$ cat config.mk
export PLATFORM = sky130hd
export DESIGN_NAME = fwd_hazard_ctrl
export DESIGN_NICKNAME = d
export VERILOG_FILES = /design/src/rtl/hazard_pkg.sv /design/src/rtl/hazard_scoreboard.sv /design/src/rtl/fwd_hazard_ctrl.sv
export SDC_FILE = /design/constraint.sdc
export NUM_CORES = 1
export LEC_CHECK = 0
export ABC_CLOCK_PERIOD_IN_PS = 3600
export BUFFER_PORTS_ARGS = -buffer_cell sky130_fd_sc_hd__buf_2
export CORE_ASPECT_RATIO = 1.75
export CORE_MARGIN = 3
export CORE_UTILIZATION = 29
export DETAILED_ROUTE_END_ITERATION = 10
export PLACE_DENSITY = 0.59
export RECOVER_POWER = 100
export SLEW_MARGIN = 40
export SYNTH_ARGS = -nofsm -noshare
export SYNTH_HDL_FRONTEND = slang
export SYNTH_HIERARCHICAL = 1
export SYNTH_SLANG_ARGS = --single-unit
$ cat constraint.sdc
create_clock -name clk -period 3.6 [get_ports clk]
set_clock_uncertainty 0.05 [all_clocks]
set_input_delay 0.54 -clock clk [delete_from_list [all_inputs] [get_ports clk]]
set_output_delay 0.54 -clock clk [all_outputs]
set_load 0.02 [all_outputs]
$ cat src/rtl/hazard_pkg.sv
// Shared types and constants for the hazard/forwarding controller.
package hazard_pkg;

  localparam int NUM_REGS_DEF = 32;
  localparam int REG_AW       = $clog2(NUM_REGS_DEF);
  localparam int MAX_OUT_DEF  = 4;

  typedef logic [REG_AW-1:0] reg_addr_t;

  typedef enum logic [1:0] {
    FWD_RF = 2'b00,
    FWD_W  = 2'b01,
    FWD_M  = 2'b10
  } fwd_sel_t;

  // Outstanding-counter width able to hold 0..max_out inclusive.
  function automatic int out_width(input int max_out);
    return (max_out < 1) ? 1 : $clog2(max_out + 1);
  endfunction

endpackage

$ cat src/rtl/hazard_scoreboard.sv
// Busy-register scoreboard for variable-latency units: busy vector,
// outstanding-op counter and sticky protocol-error flag.
module hazard_scoreboard
  import hazard_pkg::*;
#(
  parameter int NUM_REGS = 32,
  parameter int AW       = $clog2(NUM_REGS),
  parameter int MAX_OUT  = MAX_OUT_DEF,
  parameter int OW       = out_width(MAX_OUT)
) (
  input  logic                clk,
  input  logic                rst_n,
  input  logic                lat_issue,
  input  logic [AW-1:0]       issue_rd,
  input  logic                lat_done,
  input  logic [AW-1:0]       lat_done_rd,
  output logic [NUM_REGS-1:0] busy,
  output logic [OW-1:0]       outstanding,
  output logic                err_spurious
);

  localparam logic [AW-1:0] ZERO_ADDR = {AW{1'b0}};
  localparam logic [OW-1:0] OUT_MAX   = OW'(MAX_OUT);
  localparam logic [OW-1:0] OUT_ZERO  = {OW{1'b0}};
  localparam logic [OW-1:0] OUT_ONE   = OW'(1);

  logic [NUM_REGS-1:0] busy_q, busy_d;
  logic [OW-1:0]       outstanding_q, outstanding_d;
  logic                err_q, err_d;
  logic                spurious_s, overflow_s, underflow_s;

  // Next busy vector: clear on writeback first so a same-cycle issue to that register wins.
  always_comb begin
    busy_d = busy_q;
    if (lat_done && (lat_done_rd != ZERO_ADDR)) begin
      busy_d[lat_done_rd] = 1'b0;
    end else begin
      busy_d = busy_q;
    end
    if (lat_issue && (issue_rd != ZERO_ADDR)) begin
      busy_d[issue_rd] = 1'b1;
    end else begin
      busy_d = busy_d;
    end
  end

  // Next outstanding count; overflow/underflow hold the count and flag an error.
  always_comb begin
    outstanding_d = outstanding_q;
    overflow_s    = 1'b0;
    underflow_s   = 1'b0;
    case ({lat_issue, lat_done})
      2'b10: begin
        if (outstanding_q == OUT_MAX) begin
          overflow_s = 1'b1;
        end else begin
          outstanding_d = outstanding_q + OUT_ONE;
        end
      end
      2'b01: begin
        if (outstanding_q == OUT_ZERO) begin
          underflow_s = 1'b1;
        end else begin
          outstanding_d = outstanding_q - OUT_ONE;
        end
      end
      default: outstanding_d = outstanding_q;
    endcase
  end

  // Sticky error: writeback to a non-busy register or a counter protocol violation.
  always_comb begin
    spurious_s = lat_done & (lat_done_rd != ZERO_ADDR) & ~busy_q[lat_done_rd];
    err_d      = err_q | spurious_s | overflow_s | underflow_s;
  end

  // Scoreboard state registers.
  always_ff @(posedge clk or negedge rst_n) begin
    if (!rst_n) begin
      busy_q        <= {NUM_REGS{1'b0}};
      outstanding_q <= {OW{1'b0}};
      err_q         <= 1'b0;
    end else begin
      busy_q        <= busy_d;
      outstanding_q <= outstanding_d;
      err_q         <= err_d;
    end
  end

  assign busy         = busy_q;
  assign outstanding  = outstanding_q;
  assign err_spurious = err_q;

endmodule

$ cat src/rtl/fwd_hazard_ctrl.sv
// Hazard and forwarding controller for the 5-stage core: E-stage operand
// forwarding, load-use / scoreboard stalls, branch flushes, stall counter.
module fwd_hazard_ctrl
  import hazard_pkg::*;
#(
  parameter int NUM_REGS = 32,
  parameter int AW       = $clog2(NUM_REGS),
  parameter int NUM_SRC  = 2,
  parameter int MAX_OUT  = MAX_OUT_DEF,
  parameter int CNT_W    = 32
) (
  input  logic                   clk,
  input  logic                   rst_n,
  input  logic [NUM_SRC*AW-1:0]  rs_d,
  input  logic [AW-1:0]          rd_d,
  input  logic                   reg_write_d,
  input  logic                   lat_op_d,
  input  logic [NUM_SRC*AW-1:0]  rs_e,
  input  logic [AW-1:0]          rd_e,
  input  logic                   mem_read_e,
  input  logic                   pc_src_e,
  input  logic                   lat_issue,
  input  logic                   lat_done,
  input  logic [AW-1:0]          lat_done_rd,
  input  logic [AW-1:0]          rd_m,
  input  logic                   reg_write_m,
  input  logic [AW-1:0]          rd_w,
  input  logic                   reg_write_w,
  output logic [NUM_SRC*2-1:0]   fwd_sel_e,
  output logic                   stall_f,
  output logic                   stall_d,
  output logic                   flush_d,
  output logic                   flush_e,
  output logic [CNT_W-1:0]       stall_cycles,
  output logic                   err_spurious
);

  localparam int              OW        = out_width(MAX_OUT);
  localparam logic [AW-1:0]   ZERO_ADDR = {AW{1'b0}};
  localparam logic [OW-1:0]   OUT_MAX   = OW'(MAX_OUT);
  localparam logic [CNT_W-1:0] CNT_SAT  = {CNT_W{1'b1}};

  logic [NUM_REGS-1:0] busy_s;
  logic [OW-1:0]       outstanding_s;
  logic                load_use_s, sb_raw_s, sb_waw_s, sb_full_s, hz_s;
  logic [CNT_W-1:0]    stall_cycles_q, stall_cycles_d;

  hazard_scoreboard #(
    .NUM_REGS (NUM_REGS),
    .AW       (AW),
    .MAX_OUT  (MAX_OUT),
    .OW       (OW)
  ) u_sb (
    .clk          (clk),
    .rst_n        (rst_n),
    .lat_issue    (lat_issue),
    .issue_rd     (rd_e),
    .lat_done     (lat_done),
    .lat_done_rd  (lat_done_rd),
    .busy         (busy_s),
    .outstanding  (outstanding_s),
    .err_spurious (err_spurious)
  );

  // Per-source forwarding select; M beats W, x0 never forwards.
  always_comb begin
    logic [AW-1:0] src_v;
    fwd_sel_t      sel_v;
    fwd_sel_e = {(NUM_SRC*2){1'b0}};
    for (int k = 0; k < NUM_SRC; k++) begin
      src_v = rs_e[k*AW +: AW];
      if (reg_write_m && (rd_m != ZERO_ADDR) && (rd_m == src_v)) begin
        sel_v = FWD_M;
      end else if (reg_write_w && (rd_w != ZERO_ADDR) && (rd_w == src_v)) begin
        sel_v = FWD_W;
      end else begin
        sel_v = FWD_RF;
      end
      fwd_sel_e[k*2 +: 2] = sel_v;
    end
  end

  // Decode-stage hazard terms against the load in E and the busy scoreboard.
  always_comb begin
    logic [AW-1:0] src_v;
    load_use_s = 1'b0;
    sb_raw_s   = 1'b0;
    for (int k = 0; k < NUM_SRC; k++) begin
      src_v      = rs_d[k*AW +: AW];
      load_use_s = load_use_s | (mem_read_e & (rd_e != ZERO_ADDR) & (rd_e == src_v));
      sb_raw_s   = sb_raw_s | ((src_v != ZERO_ADDR) & busy_s[src_v]);
    end
    sb_waw_s  = reg_write_d & (rd_d != ZERO_ADDR) & busy_s[rd_d];
    sb_full_s = lat_op_d & (outstanding_s == OUT_MAX);
    hz_s      = load_use_s | sb_raw_s | sb_waw_s | sb_full_s;
  end

  // Stall/flush control; a taken branch flushes and overrides every stall.
  always_comb begin
    if (pc_src_e) begin
      stall_f = 1'b0;
      stall_d = 1'b0;
      flush_d = 1'b1;
      flush_e = 1'b1;
    end else if (hz_s) begin
      stall_f = 1'b1;
      stall_d = 1'b1;
      flush_d = 1'b0;
      flush_e = 1'b1;
    end else begin
      stall_f = 1'b0;
      stall_d = 1'b0;
      flush_d = 1'b0;
      flush_e = 1'b0;
    end
  end

  // Saturating count of decode-stall cycles.
  always_comb begin
    if (stall_d && (stall_cycles_q != CNT_SAT)) begin
      stall_cycles_d = stall_cycles_q + CNT_W'(1);
    end else begin
      stall_cycles_d = stall_cycles_q;
    end
  end

  // Stall counter register.
  always_ff @(posedge clk or negedge rst_n) begin
    if (!rst_n) begin
      stall_cycles_q <= {CNT_W{1'b0}};
    end else begin
      stall_cycles_q <= stall_cycles_d;
    end
  end

  assign stall_cycles = stall_cycles_q;

endmodule

==> out/qor.txt, run 1 <==
Die ar. -> 17800 µm²
Initial Util -> 30.0%
Syn Inst Count -> 478
CP max stage cell -> mux4_2
first-pass GRT wire length -> 24400 µm
RD Place Congestion -> 1.01
Sw Share -> 34.5%
failing checks -> capacitance limit, slew limit
clock buffer depth -> 2
Num CTS Buffers -> 9
Hold WS -> 0.338 ns
register bit total from synthesis -> 68
Clk pwr share -> 32.2%
Critical Path RT -> 3.01 ns
vias per inst -> 5.76
combinational family with the most area after synthesis -> simple AND/OR/NAND/NOR gates
Area growth syn-to-layout -> 17.5%
Synth async-reset ratio -> 100%
final period utilization -> 92.7%
RSZ-0062 raised after global routing -> false
Most used DFF post-synth -> dfrtp_1
clock-pin slew on the worst setup and hold paths -> 0.05 ns
Syn Area/Cell -> 9.81 µm²
post-synthesis mux area share -> 15.3%
Startpoint Class -> input pin
hold crit path type -> reg -> reg
post-synthesis sequential area ratio -> 36.3%
antenna cells -> 0
via count -> 4357
Final Hold Viols -> 0
Net Switching -> 941 µW
Max Clock Freq -> 300 MHz
Total Routing Usage GR -> 17.9%
CTS tree -> yes
Slew @ Worst Pin -> 1.80 ns
fraction of final layout cells with drive strength greater than 1 -> 16.8%
Worst VDD drop -> 0.374 mV
Internal -> 1790 µW
compound-gate portion of the synthesized area -> 12.2%
Resize count post-CTS -> 0
Critical Path AT -> 2.75 ns
core box area -> 15600 µm²
Clock Sink Count -> 68
maximum fanout along the worst path -> 11
# Post-CTS Setup Buffers -> 0
Critical Path End Type -> primary output
Post-Synth XOR/XNOR Area -> 11.6%
First-pass DRT Iterations -> 5
EDFF count, synth -> 0
DRC errors left -> 0
cts hold-fix bufs -> 0
Simple-Gate Fraction of Synth Area -> 20.1%
Slew Limit Fails -> 34
Setup TNS -> 0 ns
die height -> 174 µm
pin count of the biggest net entering global routing -> 34
total I/O pin count -> 96
Leak Pwr -> 0.00224 µW
number of global-route vias before repair -> 4561
clk_lat worst skew -> 0.33 ns
H-tree depth -> 3
Die X -> 102 µm
outcome -> finished with violations
area share of fa/ha/maj cells after synthesis -> 0.694%
Synth cell types -> 54
critical path type -> in -> out
worst-path cell chain -> buf_2 -> mux2i_1 -> mux4_2 -> and3b_1 -> nor4_1 -> a211oi_1 -> a21oi_1 -> clkbuf_1
Flop pwr share -> 40.5%
max incr delay on CP -> 0.46 ns
Detailed Route WL -> 15500 µm
Port Buffers -> 95
max cap viols -> 1
nets -> 622
relative slew slack -> -19.7%
Gate power share -> 27.3%
FP Rows -> 60
synth warn -> 6
GR Overflow Total -> 0
post-layout min period -> 3.34 ns
Pwr Density -> 494 nW/µm²
CTS root buf -> clkbuf_16
Mapped Area -> 4690 µm²
HPWL Detailed -> 12400 µm
DRT antenna net count -> 0
Initial DRC Count -> 225
initial antenna violation count -> 0
syn nets -> 535
wire length per cell -> 20.5 µm
final setup fails -> 0
## final timing paths
path / startpoint / end / slack [ns] / depth (start not counted)
setup / recovery: rd_d[1] / stall_f / 0.26 / 8
min in group asynchronous: rst_n / stall_cycles[28] / 0.65 / 1
hold / removal: u_sb/busy[0] / u_sb/busy[0] / 0.34 / 0
max in group asynchronous: rst_n / u_sb/busy[21] / 1.15 / 2
setup reg to reg: u_sb/busy[23] / stall_cycles[11] / 0.42 / 10
hold reg to reg: u_sb/busy[0] / u_sb/busy[0] / 0.34 / 0
## cell usage in the layout, fill, tap and decap left out, types with 4 or more instances in the layout
master,instances
a21oi_1,5
and3_1,17
buf_2,52
clkbuf_1,45
clkbuf_16,9
dfrtp_1,68
inv_1,9
mux2i_1,28
mux4_2,17
nand2_1,15
nand2b_1,6
nand3_1,35
nand3b_1,6
nand4_1,22
nor2_1,21
nor2b_1,6
nor3_1,5
nor3b_1,4
nor4_1,5
o21ai_0,70
o22ai_1,6
or4_1,6
xnor2_1,42
xor2_1,20
## through the flow
step | instances | power [µW] | setup slack, ns | instance area [µm²] | utilization, %
floorplan | 478 | 1590 | 0.443 | 4690 | -
global placement | 740 | 1840 | 0.385 | 5300 | 33.9
detailed placement | 740 | 1880 | 0.370 | 5300 | 33.9
CTS | 756 | 2770 | 0.442 | 5600 | 35.9
global route | 756 | 2870 | 0.178 | 5510 | 35.3
finish | 756 | 2730 | 0.264 | 5510 | 35.3
## registers in the layout, indices dropped and copies added (netlist names)
name and flops:
u_sb/outstanding 3, u_sb/err_spurious 1, u_sb/busy 32, stall_cycles 32
## cell type report
cell class	instances	area, µm²
inverters	9	33.8
multi-input cells	376	2790
clock inverters	6	63.8
flip-flops and latches	68	1700
clock buffers	10	239
fillers	1617	10100
well taps	186	233
repair buffers	101	457
## power by group through the flow
| stage | logic, µW | registers (µW) | clock network, µW |
|---|---|---|---|
| global placement | 745 | 1100 | 0 |
| detailed placement | 767 | 1110 | 0 |
| floorplan | 521 | 1060 | 0 |
| global route | 821 | 1120 | 931 |
| finish | 745 | 1100 | 878 |
| CTS | 770 | 1100 | 900 |
## worst max-delay path: cells and delay by family
kind | cells | cell delay [ns]
simple gates | 2 | 0.48
buf+inv | 2 | 0.54
compound gates | 2 | 0.60
mux | 2 | 0.58
## synthesized netlist by cell type, types with 8 or more instances
library cell / count / area (µm²)
o21ai_0: 69 / 345
dfrtp_1: 68 / 1700
xnor2_1: 42 / 368
nand3_1: 35 / 175
mux2i_1: 28 / 280
nand4_1: 22 / 138
nor2_1: 21 / 78.8
xor2_1: 20 / 175
and3_1: 17 / 106
mux4_2: 17 / 383
nand2_1: 15 / 56.3
inv_1: 9 / 33.8
clkbuf_1: 8 / 30.0
## layer usage
layer  vias up  wire length [µm]  track usage (%)
li1       1960                 -                -
met1      2118              5040             17.5
met2       219              8360             32.4
met3        60               949             3.25
met4         0              1140             12.6
met5         -                 0                0
## logic make-up (layout without fill, tap and decap cells)
kind of cell	Yosys count	count (layout)
XOR/XNOR	62	62
AO/OA/AOI/OAI	98	98
AND/OR/NAND/NOR	164	164
buffers and inverters	34	126
adder cells (fa/ha/maj)	2	2
flip-flops	68	68
multiplexers	50	50
Note: power is estimated with default switching activity, not from simulation.
==> run 2: changes to the inputs <==
ABC_CLOCK_PERIOD_IN_PS = 3500   (was 3600)
CTS_BUF_LIST = sky130_fd_sc_hd__clkbuf_4   (was default)
clock period = 3.5 ns   (was 3.6 ns; I/O delays follow)
==> out/qor.txt, run 2 (synthesized netlist as in run 1, its figures left out) <==
post-layout min period -> 3.24 ns
vias per inst -> 5.65
hold crit path type -> reg -> reg
placed cells -> 740
Area growth syn-to-layout -> 15.0%
core box area -> 15600 µm²
DRT antenna net count -> 0
Non-Filler Instances -> 757
HPWL Detailed -> 12100 µm
Setup TNS -> 0 ns
Clock Sink Count -> 68
met1 usage -> 17.1%
clk_lat worst skew -> 0.42 ns
final setup fails -> 0
post-route cell area -> 5400 µm²
total I/O pin count -> 96
via count -> 4279
wire length per cell -> 20.1 µm
max incr delay on CP -> 0.47 ns
first-pass GRT wire length -> 24000 µm
Initial DRC Count -> 187
maximum fanout along the worst path -> 9
pin count of the biggest net entering global routing -> 45
die height -> 174 µm
number of global-route vias before repair -> 4514
fraction of final layout cells with drive strength greater than 1 -> 17.0%
placed cell areas -> 5300 µm²
relative slew slack -> 5.35%
# Post-CTS Setup Buffers -> 0
most common cell after layout, fill and taps aside -> o21ai_0
Resize count post-CTS -> 0
CTS tree -> yes
Slew @ Worst Pin -> 1.42 ns
clock buffer depth -> 2
RSZ-0062 raised after global routing -> false
worst-path cell chain -> mux4_2 -> mux2_2 -> nor3b_1 -> nor4_2 -> a211oi_2 -> a21oi_4 -> clkbuf_1
Design Power -> 2490 µW
most frequent cells in the layout -> 70 x o21ai_0, 68 x dfrtp_1, 51 x buf_2, 47 x clkbuf_1, 42 x xnor2_1
final period utilization -> 92.6%
Die ar. -> 17800 µm²
Slew Limit Fails -> 0
Max Clock Freq -> 308 MHz
Total Routing Usage GR -> 17.5%
dpl ws -> 0.302 ns
Pwr Density -> 461 nW/µm²
initial antenna violation count -> 1
final setup margin -> 0.258 ns
GR Overflow Total -> 0
Critical Path RT -> 2.92 ns
busiest layer in global routing -> met2
H-tree depth -> 3
Worst VDD drop -> 0.380 mV
critical path type -> reg -> out
FP Rows -> 60
Final Hold Viols -> 0
nets -> 622
First-pass DRT Iterations -> 5
Num CTS Buffers -> 9
CP max stage cell -> dfrtp_1
cts hold-fix bufs -> 0
CTS root buf -> clkbuf_4
grt met3 use -> 3.53%
max cap viols -> 0
RD Place Congestion -> 0.959
outcome -> completed
clock-pin slew on the worst setup and hold paths -> 0.12 ns
Detailed Route WL -> 15200 µm
Die X -> 102 µm
Critical Path End Type -> primary output
M2 GR Usage -> 32.1%
Port Buffers -> 95
Leak Pwr -> 0.00218 µW
Initial Util -> 30.0%
Startpoint Class -> register
DRC errors left -> 0
Critical Path AT -> 2.67 ns
[run 2: changes by cell type in the layout (fill, tap and decap cells not counted), sizes merged]
| cell | before | now |
|---|---|---|
| buf | 55 | 53 |
| bufinv | 1 | 2 |
| clkbuf | 56 | 57 |
| clkinv | 3 | 2 |
| clkinvlp | 2 | 1 |
| diode | 0 | 1 |
| inv | 9 | 11 |
[run 2: path summary, 6_finish.rpt]
| kind | start | cells past startpoint | slack, ns | end |
|---|---|---|---|---|
| max | u_sb/busy[4] | 7 | 0.26 | stall_d |
| min in group asynchronous | rst_n | 1 | 0.36 | stall_cycles[10] |
| max in group asynchronous | rst_n | 2 | 1.22 | stall_cycles[14] |
| min | u_sb/busy[0] | 0 | 0.34 | u_sb/busy[0] |
| min reg2reg | u_sb/busy[0] | 0 | 0.34 | u_sb/busy[0] |
| max reg2reg | u_sb/busy[16] | 9 | 0.34 | stall_cycles[12] |
[run 2: power by group]
part | switching, µW | leakage [µW] | total (µW) | internal (µW)
sequential | 198 | 0.000876 | 1120 | 921
clock | 301 | 0.0000869 | 595 | 294
combinational | 427 | 0.00121 | 772 | 344
[run 2: per-layer routing]
layer	routed length (µm)	up-vias
met3	815	50
met2	8390	162
met1	5120	2096
met5	0	-
li1	-	1971
met4	872	0
[run 2: layout make-up]
class                           count  area [µm²]
Antenna cell                        1        2.50
Clock buffer                        9        67.6
Clock inverter                      7        98.8
Fill cell                        1642       10200
Inverter                            9        33.8
Multi-Input combinational cell    376        2810
Sequential cell                    68        1700
Tap cell                          186         233
Timing Repair Buffer              101         452
[run 2: worst max-delay path, delay by kind of cell, from the launching register on]
kind            cells  cell delay, ns
compound gates      2            0.49
flops               1            0.47
mux                 2            0.74
simple gates        2            0.35
buf+inv             1            0.20
[run 2: per-stage QoR]
step                      hold slack, ns  utilization, %
after floorplan                    0.179               -
after global placement             0.320            33.9
after detailed placement           0.328            33.9
after CTS                         0.0179            35.0
after global routing               0.371            34.6
final                              0.344            34.6
